$ cat config.mk
export PLATFORM = sky130hd
export DESIGN_NAME = sv39_ptw
export DESIGN_NICKNAME = d
export VERILOG_FILES = /design/src/rtl/sv39_ptw.sv
export SDC_FILE = /design/constraint.sdc
export NUM_CORES = 1
export LEC_CHECK = 0
export BUFFER_PORTS_ARGS = -buffer_cell sky130_fd_sc_hd__buf_2
export CORE_MARGIN = 2
export CORE_UTILIZATION = 50
export CTS_BUF_LIST = sky130_fd_sc_hd__clkbuf_4 sky130_fd_sc_hd__clkbuf_8
export CTS_CLUSTER_SIZE = 10
export DETAILED_ROUTE_END_ITERATION = 16
export GPL_ROUTABILITY_DRIVEN = 1
export PLACE_DENSITY = 0.79
export SLEW_MARGIN = 20
export SYNTH_ARGS = -nofsm -noshare
export SYNTH_HDL_FRONTEND = slang
export SYNTH_SLANG_ARGS = --single-unit
export TNS_END_PERCENT = 100
$ cat constraint.sdc
create_clock -name ptw_i_clk -period 2.5 [get_ports ptw_i_clk]
set_input_delay 0 -clock ptw_i_clk [delete_from_list [all_inputs] [get_ports ptw_i_clk]]
set_output_delay 0 -clock ptw_i_clk [all_outputs]
set_load 0.02 [all_outputs]
$ cat src/rtl/sv39_ptw.sv
// Sv39 page-table walker: sequences up to three PTE reads over one 64-bit read port
// and returns a zero-extended physical address, or a page fault.
module sv39_ptw #(
   parameter int PADDR_W   = 56,
   parameter int PTE_BYTES = 8
) (
   input  logic        ptw_i_clk,
   input  logic        ptw_i_rst_n,
   input  logic        ptw_i_req_valid,
   output logic        ptw_o_req_ready,
   input  logic [63:0] ptw_i_req_vaddr,
   input  logic [1:0]  ptw_i_req_type,
   input  logic [63:0] ptw_i_satp,
   output logic        ptw_o_mem_valid,
   input  logic        ptw_i_mem_ready,
   output logic [63:0] ptw_o_mem_addr,
   input  logic        ptw_i_mem_rvalid,
   input  logic [63:0] ptw_i_mem_rdata,
   output logic        ptw_o_resp_valid,
   input  logic        ptw_i_resp_ready,
   output logic [63:0] ptw_o_resp_paddr,
   output logic        ptw_o_resp_fault,
   output logic [1:0]  ptw_o_resp_level
);
   localparam int PTE_SHIFT = $clog2(PTE_BYTES);

   typedef enum logic [1:0] {S_IDLE = 2'd0, S_REQ = 2'd1, S_WAIT = 2'd2, S_RESP = 2'd3} state_t;

   state_t              r_state;
   state_t              w_next;
   logic [38:0]         r_vaddr;
   logic [1:0]          r_type;
   logic [43:0]         r_base_ppn;
   logic [1:0]          r_level;
   logic [PADDR_W-1:0]  r_paddr;
   logic                r_fault;
   logic [1:0]          r_leaf_level;

   logic                w_accept;
   logic                w_bare;
   logic                w_early_fault;
   logic                w_rsp;
   logic [43:0]         w_ppn;
   logic                w_pte_bad;
   logic                w_pointer;
   logic                w_perm_ok;
   logic                w_ad_ok;
   logic                w_align_ok;
   logic                w_descend;
   logic                w_walk_fault;
   logic [8:0]          w_vpn;
   logic [63:0]         w_pte_addr;
   logic [PADDR_W-1:0]  w_leaf_paddr;
   logic                w_unused_bits;

   assign w_accept      = (r_state == S_IDLE) && ptw_i_req_valid;
   assign w_bare        = (ptw_i_satp[63:60] == 4'd0);
   assign w_early_fault = !w_bare && ((ptw_i_satp[63:60] != 4'd8) || (ptw_i_req_type == 2'd3) ||
                          (ptw_i_req_vaddr[63:39] != {25{ptw_i_req_vaddr[38]}}));
   assign w_rsp         = (r_state == S_WAIT) && ptw_i_mem_rvalid;
   assign w_unused_bits = ^{ptw_i_satp[59:44], ptw_i_mem_rdata[63:54], ptw_i_mem_rdata[9:8],
                            ptw_i_mem_rdata[5:4]};

   // PTE decode: V=0, R=1, W=2, X=3, A=6, D=7; U, G and RSW are ignored
   assign w_ppn     = ptw_i_mem_rdata[53:10];
   assign w_pte_bad = !ptw_i_mem_rdata[0] || (!ptw_i_mem_rdata[1] && ptw_i_mem_rdata[2]);
   assign w_pointer = !ptw_i_mem_rdata[1] && !ptw_i_mem_rdata[3];
   assign w_ad_ok   = ptw_i_mem_rdata[6] && ((r_type != 2'd2) || ptw_i_mem_rdata[7]);
   assign w_descend = !w_pte_bad && w_pointer && (r_level != 2'd0);
   assign w_walk_fault = w_pte_bad || (w_pointer && (r_level == 2'd0)) ||
                         (!w_pointer && (!w_perm_ok || !w_ad_ok || !w_align_ok));

   // Leaf checks that depend on access type and level
   always_comb begin
      w_perm_ok    = 1'b0;
      w_align_ok   = 1'b1;
      w_vpn        = r_vaddr[20:12];
      w_leaf_paddr = {w_ppn, r_vaddr[11:0]};
      case (r_type)
         2'd0:    w_perm_ok = ptw_i_mem_rdata[3];
         2'd1:    w_perm_ok = ptw_i_mem_rdata[1];
         2'd2:    w_perm_ok = ptw_i_mem_rdata[2];
         default: w_perm_ok = 1'b0;
      endcase
      case (r_level)
         2'd2: begin
            w_align_ok   = (w_ppn[17:0] == 18'd0);
            w_vpn        = r_vaddr[38:30];
            w_leaf_paddr = {w_ppn[43:18], r_vaddr[29:0]};
         end
         2'd1: begin
            w_align_ok   = (w_ppn[8:0] == 9'd0);
            w_vpn        = r_vaddr[29:21];
            w_leaf_paddr = {w_ppn[43:9], r_vaddr[20:0]};
         end
         default: begin
            w_align_ok   = 1'b1;
            w_vpn        = r_vaddr[20:12];
            w_leaf_paddr = {w_ppn, r_vaddr[11:0]};
         end
      endcase
   end

   assign w_pte_addr = {8'd0, r_base_ppn, 12'd0} +
                       {{(64 - 9 - PTE_SHIFT){1'b0}}, w_vpn, {PTE_SHIFT{1'b0}}};

   // State register
   always_ff @(posedge ptw_i_clk or negedge ptw_i_rst_n) begin
      if (!ptw_i_rst_n) begin
         r_state <= S_IDLE;
      end else begin
         r_state <= w_next;
      end
   end

   // Next-state logic
   always_comb begin
      w_next = r_state;
      case (r_state)
         S_IDLE: begin
            if (ptw_i_req_valid) begin
               w_next = (w_bare || w_early_fault) ? S_RESP : S_REQ;
            end else begin
               w_next = S_IDLE;
            end
         end
         S_REQ: begin
            if (ptw_i_mem_ready) w_next = S_WAIT;
            else                 w_next = S_REQ;
         end
         S_WAIT: begin
            if (ptw_i_mem_rvalid) w_next = w_descend ? S_REQ : S_RESP;
            else                  w_next = S_WAIT;
         end
         S_RESP: begin
            if (ptw_i_resp_ready) w_next = S_IDLE;
            else                  w_next = S_RESP;
         end
         default: w_next = S_IDLE;
      endcase
   end

   // Walk context and result registers
   always_ff @(posedge ptw_i_clk or negedge ptw_i_rst_n) begin
      if (!ptw_i_rst_n) begin
         r_vaddr      <= 39'd0;
         r_type       <= 2'd0;
         r_base_ppn   <= 44'd0;
         r_level      <= 2'd0;
         r_paddr      <= {PADDR_W{1'b0}};
         r_fault      <= 1'b0;
         r_leaf_level <= 2'd0;
      end else if (w_accept) begin
         r_vaddr      <= ptw_i_req_vaddr[38:0];
         r_type       <= ptw_i_req_type;
         r_base_ppn   <= ptw_i_satp[43:0];
         r_level      <= 2'd2;
         r_paddr      <= w_bare ? ptw_i_req_vaddr[PADDR_W-1:0] : {PADDR_W{1'b0}};
         r_fault      <= !w_bare && w_early_fault;
         r_leaf_level <= 2'd0;
      end else if (w_rsp && w_descend) begin
         r_level      <= r_level - 2'd1;
         r_base_ppn   <= w_ppn;
      end else if (w_rsp) begin
         r_paddr      <= w_walk_fault ? {PADDR_W{1'b0}} : w_leaf_paddr;
         r_fault      <= w_walk_fault;
         r_leaf_level <= w_walk_fault ? 2'd0 : r_level;
      end else begin
         r_level      <= r_level;
      end
   end

   // Outputs decoded from state; data fields are forced to zero outside their phase
   always_comb begin
      ptw_o_req_ready  = (r_state == S_IDLE);
      ptw_o_mem_valid  = (r_state == S_REQ);
      ptw_o_mem_addr   = (r_state == S_REQ) ? w_pte_addr : 64'd0;
      ptw_o_resp_valid = (r_state == S_RESP);
      if (r_state == S_RESP) begin
         ptw_o_resp_paddr = {{(64 - PADDR_W){1'b0}}, r_paddr};
         ptw_o_resp_fault = r_fault;
         ptw_o_resp_level = r_leaf_level;
      end else begin
         ptw_o_resp_paddr = 64'd0;
         ptw_o_resp_fault = 1'b0;
         ptw_o_resp_level = 2'd0;
      end
   end
endmodule
==> results of run 1 <==
==> per-stage QoR <==
| stage | power, mW | setup TNS, ns | instances | area, sq um | worst slack [ns] |
|---|---|---|---|---|---|
| CTS | 10.9 | 0 | 1513 | 11500 | 0.0864 |
| detailed placement | 8.62 | 0 | 1325 | 9550 | 0.138 |
| floorplan | 7.00 | 0 | 897 | 8080 | 0.457 |
| finish | 11.1 | 0 | 1517 | 11600 | 0.0568 |
| global placement | 8.45 | 0 | 1325 | 9550 | 0.219 |
| global route | 11.8 | -0.0203 | 1517 | 11600 | -0.0128 |
==> repair_timing <==
| item | 4_1_cts | 5_1_grt |
|---|---|---|
| hold buffers | 156 | 0 |
| buffers inserted | 0 | 4 |
| endpoints found under the setup margin | 0 | 15 |
| resized for setup | 0 | 2 |
| hold endpoints to repair | 214 | 0 |
==> cell usage after synthesis (all sizes together), types with 2 or more instances <==
cell type / instances / area, sq um
nand2: 177 / 664
dfrtp: 148 / 3700
nand4: 5 / 31.3
o211ai: 23 / 178
inv: 6 / 22.5
o21ai: 56 / 280
a21oi: 14 / 70.1
and3: 87 / 544
and2: 45 / 282
buf: 43 / 294
nor4: 10 / 68.8
or3: 2 / 17.5
clkbuf: 52 / 195
a31oi: 2 / 12.5
nor3: 7 / 46.3
mux2i: 46 / 460
ha: 3 / 37.5
nor2b: 12 / 75.1
nand2b: 2 / 20.0
or4: 2 / 18.8
a211oi: 10 / 75.1
a22oi: 19 / 143
nand3: 27 / 140
nor2: 17 / 63.8
a221o: 26 / 260
a32oi: 9 / 78.8
o21a: 22 / 165
==> kinds of logic (layout without fill, tap and decap cells) <==
family                     Yosys count  after routing  synth area share, %
adders and majority gates            3              3                0.469
AOI/OAI and AO/OA                  184            184                 16.2
other                                1             19               0.0468
muxes                               46             46                 5.75
buffers and inverters              101            505                 6.39
DFF                                148            148                 46.2
xor gates and xnor gates             1              1                0.109
and+or+nand+nor                    395            395                 24.8
==> report_power, final <==
| group | internal (mW) | total [mW] | switching (mW) |
|---|---|---|---|
| Combinational | 1.99 | 5.16 | 3.17 |
| Sequential | 3.30 | 3.92 | 0.614 |
| Clock | 1.07 | 2.03 | 0.960 |
==> layer usage <==
layer  track usage (%)  vias to the layer above  share of wire [%]
met5                 0                        -                  0
met4              19.3                        0                5.2
met3              6.88                      134                7.5
met2              57.1                      510                 48
met1              41.7                     4221                 39
li1                  -                     3890                  -
==> flip-flops by register name, summed over array words and instances (netlist names) <==
register / cells
r_type: 2
r_vaddr: 39
r_level: 2
r_fault: 1
r_leaf_level: 2
r_paddr: 56
r_base_ppn: 44
r_state: 2
==> worst max-delay path: stages <==
cell and delay [ns]:
dlygate4sd3_1 0.56, buf_2 0.14, or4_1 0.53, nor4_2 0.26, a41oi_1 0.12, o41ai_2 0.43, nand3_1 0.14, dlygate4sd3_1 0.59
==> worst paths after layout <==
path	start	end	slack [ns]	depth (start not counted)
worst min-delay path	ptw_i_rst_n	r_base_ppn[26]$_DFFE_PN0P_	0.09	2
worst max-delay path	ptw_i_req_vaddr[41]	r_state[1]$_DFF_PN0_	0.06	8
min in group ptw_i_clk	ptw_i_req_valid	r_vaddr[14]$_DFFE_PN0P_	0.27	5
worst min register to register	r_vaddr[6]$_DFFE_PN0P_	r_vaddr[6]$_DFFE_PN0P_	0.47	2
worst max register to register	r_level[0]$_DFFE_PN0P_	r_base_ppn[39]$_DFFE_PN0P_	0.12	7
max in group asynchronous	ptw_i_rst_n	r_paddr[20]$_DFFE_PN0P_	1.73	3
==> final cells by class <==
cell class / instances / area [sq um]
clock inverters: 11 / 151
fillers: 1139 / 4180
inverters: 6 / 22.5
flip-flops and latches: 148 / 3710
well taps: 216 / 270
repair buffers: 467 / 3270
clock buffers: 21 / 277
multi-input cells: 648 / 3890
==> impl_results.md, run 1 <==
* Crit path time final at 2.44 ns
* Initial Utilization at 50.8%
* Post-Syn Area at 8010 sq um
* Root Buffer: clkbuf_8
* GR Overflow Total at 0
* Core area at 15800 sq um
* Flip-flop and latch count after synthesis at 148
* I/O pins at 334
* Sequential area share after synthesis at 46.2%
* DRC violations left at 0
* Warnings from Yosys at 0
* Post-layout util at 73.5%
* Post-detail-place hpwl at 17900 um
* Leakage at 5.86 nW
* Most frequent cells in the layout: buf_2, nand2_1, dlygate4sd3_1
* Hold Crit Class: in -> async
* CP max FO at 3
* Clock sinks at 148
* Commonest non-fill, non-tap cell in the layout: buf_2
* Die H at 131 um
* RSZ-0062 raised after global routing: true
* VDD IR max at 0.493 mV
* Min Hold Slack at 0.0900 ns
* Mean Syn Cell Area at 9.11 sq um
* Total global-route track usage at 34.2%
* N_diodes at 0
* Worst-margin pin slew at 1.00 ns
* Layout cell share with drive strength beyond 1 at 27.6%
* Asr flop ratio synth at 100%
* Total number of H-tree levels at 4
* Final nets at 1491
* Critical path type: in -> reg
* Vias in the first global route at 8583
* Slew HR at 33.0%
* Final Slew Violations at 0
* Clock Latency Late Sink at 0.46 ns
* Post-Synthesis Cells at 879
* Fmax at 409 MHz
* Clock skew at 0.0115 ns
* Outcome: finished clean
* Port bufs at 284
* Average wire per standard cell at 19.2 um
* # rows at 46
* Fin. Hold Viols at 0
* Power Density at 958 nW/um^2
* Via/cell ratio at 5.77
* Required time of the critical path at 2.84 ns
* Critical Path Sink Type: flop
* Period Utilization, post-route at 97.7%
* Main flop type after synthesis: dfrtp_1
* DR vias at 8755
* First-pass GRT wire length at 44600 um
* Detailed Route Iter0 Violations at 684
* Die Span X at 131 um
* Die ar. at 17100 sq um
* CTS buffer count at 17
* Startpoint types: input port
* # setup viols final at 0
* Initial antenna violation count at 0
* TritonCTS clock tree: yes
* Area growth, synth to finish at 44.7%
* Maxcap violations at 0
* WP data arrival at 2.78 ns
* Clock-pin slew on the worst setup and hold paths at 0.08 ns
* TritonRoute pass-1 iters at 5
* Synth cell types at 45
* Number of synthesized flops with an enable pin at 0
* Clk buf depth at 2
* Largest net degree at the start of global routing at 87
* Final WL at 29200 um
* ANT nets after route at 0
* Final Wtd Congestion at 0.893
Note: power is estimated with default switching activity, not from simulation.
==> run 2: changes to the inputs <==
==> constraint.sdc (replaced) <==
create_clock -name ptw_i_clk -period 2.8 [get_ports ptw_i_clk]
set_input_delay 0 -clock ptw_i_clk [delete_from_list [all_inputs] [get_ports ptw_i_clk]]
set_output_delay 0 -clock ptw_i_clk [all_outputs]
set_load 0.02 [all_outputs]
==> run 2 against run 1 <==
Sequential power shrank 11%. Die area is the same. Routed wire length grew 3.4%. Utilization grew 1.1 points. Via count grew 2.0%. Largest cell class unchanged. Critical endpoint is now r_base_ppn[31]$_DFFE_PN0P_. Combinational power shrank 3%. Largest power group unchanged. Non-clock buffer count grew 25. Critical path depth shrank 2. Setup slack gained 0.039 ns. Global-route usage grew 0.67 points. Highest routed layer unchanged. Worst hold slack lost 0.061 ns. Final cell count grew 1.8%.
==> impl_results.md, run 2 (same netlist as run 1, synthesis figures left out) <==
* Outcome: finished clean
* Final Wtd Congestion at 0.883 (-1.1%)
* Root Buffer: clkbuf_8
* Clock-pin slew on the worst setup and hold paths at 0.09 ns (about the same)
* Die H at 131 um (unchanged)
* CP peak stage delay at 0.59 ns (about the same)
* Clk buf depth at 2 (unchanged)
* Slew HR at 32.1% (-0.88 points)
* Total number of H-tree levels at 4 (unchanged)
* # rows at 46 (unchanged)
* Area growth, synth to finish at 46.9%
* Leakage at 5.96 nW (+1.8%)
* GR Overflow Total at 0 (unchanged)
* RSZ-0062 raised after global routing: false
* WP data arrival at 3.10 ns (+0.32 ns)
* # setup viols final at 0 (unchanged)
* Commonest non-fill, non-tap cell in the layout: buf_2
* Startpoint types: flop
* Critical Path Sink Type: flop
* Final Slew Violations at 0 (unchanged)
* ANT nets after route at 0 (unchanged)
* Crit path time final at 2.70 ns
* Detailed Route Iter0 Violations at 756 (+11%)
* TritonCTS clock tree: yes
* Clock Latency Late Sink at 0.46 ns (about the same)
* Sum of negative setup slack at 0 ns (unchanged)
* CTS buffer count at 17 (unchanged)
* Largest regs: r_paddr: 56 flops, r_base_ppn: 44 flops, r_vaddr: 39 flops
* Maxcap violations at 0 (unchanged)
* I/O pins at 334 (unchanged)
* Vias in the first global route at 8804 (+2.6%)
* CP Cell Sequence: nor3_2 > clkbuf_16 > buf_6 > nand2_1 > o21ai_0 > dlygate4sd3_1
* Period Utilization, post-route at 96.6%
* Port bufs at 284 (unchanged)
* Average wire per standard cell at 19.5 um (+1.6%)
* Via/cell ratio at 5.78 (+0.19%)
* Worst path slowest cell: dlygate4sd3_1
* Total global-route track usage at 34.9% (+0.67 points)
* Layout cell share with drive strength beyond 1 at 26.6% (-0.97 points)
* DR vias at 8928 (+2.0%)
* Hold Crit Class: in -> reg
* Required time of the critical path at 3.20 ns (+0.36 ns)
* Power Density at 859 nW/um^2 (-10%)
* Final WL at 30200 um (+3.4%)
* Largest net degree at the start of global routing at 133 (+53%)
* Most frequent cells in the layout: buf_2, dlygate4sd3_1, nand2_1
* Post-layout util at 74.6% (+1.1 points)
* Final nets at 1516 (+1.7%)
* Fin. Hold Viols at 0 (unchanged)
* Initial Utilization at 50.8% (unchanged)
* Top reg by flops: r_paddr
* First-pass GRT wire length at 45700 um (+2.4%)
* Critical path buffers and inverters at 3 (unchanged)
* Clock skew at 0.0152 ns (+0.00366 ns)
* Fmax at 370 MHz
* Worst-margin pin slew at 1.02 ns (+0.0132 ns)
* Clock sinks at 148 (unchanged)
* DRC violations left at 0 (unchanged)
* Critical path type: reg -> reg
* TritonRoute pass-1 iters at 5 (unchanged)
* Die ar. at 17100 sq um (unchanged)
* Core area at 15800 sq um (unchanged)
* Initial antenna violation count at 2 (+2)
* Crit-path leading delay family: buffers and inverters
* VDD IR max at 0.485 mV (-1.6%)
* Die Span X at 131 um (unchanged)
* Max reg flops at 56 (unchanged)
* Post-detail-place hpwl at 17400 um (-2.7%)
* CP max FO at 132 (+129)
==> run 2: changes by cell type in the layout (fill, tap and decap cells not counted), sizes merged <==
cell         change
clkinv           +1
buf              -6
diode            +2
bufinv           -2
dlygate4sd3     +30
clkinvlp         +2
==> run 2: report_power, final <==
| part | internal [mW] | leakage [nW] | total (mW) | switching, mW |
|---|---|---|---|---|
| clock network | 0.742 | 0.174 | 1.61 | 0.865 |
| registers | 2.95 | 1.88 | 3.49 | 0.540 |
| logic | 2.07 | 3.90 | 5.02 | 2.95 |
==> run 2: what timing repair did <==
| action | CTS | global route |
|---|---|---|
| setup buffers | 0 | 3 |
| hold buffers | 185 | 1 |
| gates resized for setup | 0 | 4 |
| hold endpoints to repair | 204 | 1 |
| endpoints found under the setup margin | 0 | 37 |
==> run 2: worst paths after layout <==
| path | end | depth (start not counted) | slack (ns) | startpoint |
|---|---|---|---|---|
| min in group asynchronous | r_base_ppn[27]$_DFFE_PN0P_ | 2 | 0.11 | ptw_i_rst_n |
| max in group asynchronous | r_base_ppn[39]$_DFFE_PN0P_ | 3 | 1.93 | ptw_i_rst_n |
| min | r_paddr[23]$_DFFE_PN0P_ | 4 | 0.03 | ptw_i_mem_rdata[21] |
| max reg2reg | r_base_ppn[31]$_DFFE_PN0P_ | 6 | 0.1 | r_state[1]$_DFF_PN0_ |
| min reg2reg | r_vaddr[11]$_DFFE_PN0P_ | 2 | 0.47 | r_vaddr[11]$_DFFE_PN0P_ |
| max | r_base_ppn[31]$_DFFE_PN0P_ | 6 | 0.1 | r_state[1]$_DFF_PN0_ |
==> run 2: cell type report <==
cell class              instances  area (sq um)
clock buffers                  20           263
repair buffers                492          3510
multi-input cells             648          3890
diodes                          2          5.00
well taps                     216           270
flip-flops and latches        148          3710
inverters                       6          22.5
fillers                      1099          4000
clock inverters                12           108
==> run 2: worst min-delay path, stage by stage <==
cell and delay [ns]:
buf_2 0.11, a22oi_1 0.07, o211ai_1 0.15, o21a_1 0.12
==> run 2: per-layer routing <==
| metal | wire length, um | global-route usage [%] | vias up |
|---|---|---|---|
| li1 | - | - | 3952 |
| met1 | 11400 | 41.1 | 4302 |
| met2 | 14900 | 59.9 | 544 |
| met3 | 2360 | 7.33 | 130 |
| met4 | 1450 | 19.1 | 0 |
| met5 | 0 | 0 | - |
==> run 2: metrics by stage <==
step | power (mW) | setup slack (ns) | std cells | hold slack (ns) | instance area (sq um)
after floorplan | 6.25 | 0.757 | 897 | -0.296 | 8080
after global placement | 7.49 | 0.425 | 1321 | 0.0422 | 9490
after detailed placement | 7.63 | 0.344 | 1321 | 0.0421 | 9490
after CTS | 9.89 | 0.0635 | 1538 | 0.0138 | 11700
after global routing | 10.7 | 0.00187 | 1544 | 0.0431 | 11800
final | 10.1 | 0.0960 | 1544 | 0.0294 | 11800
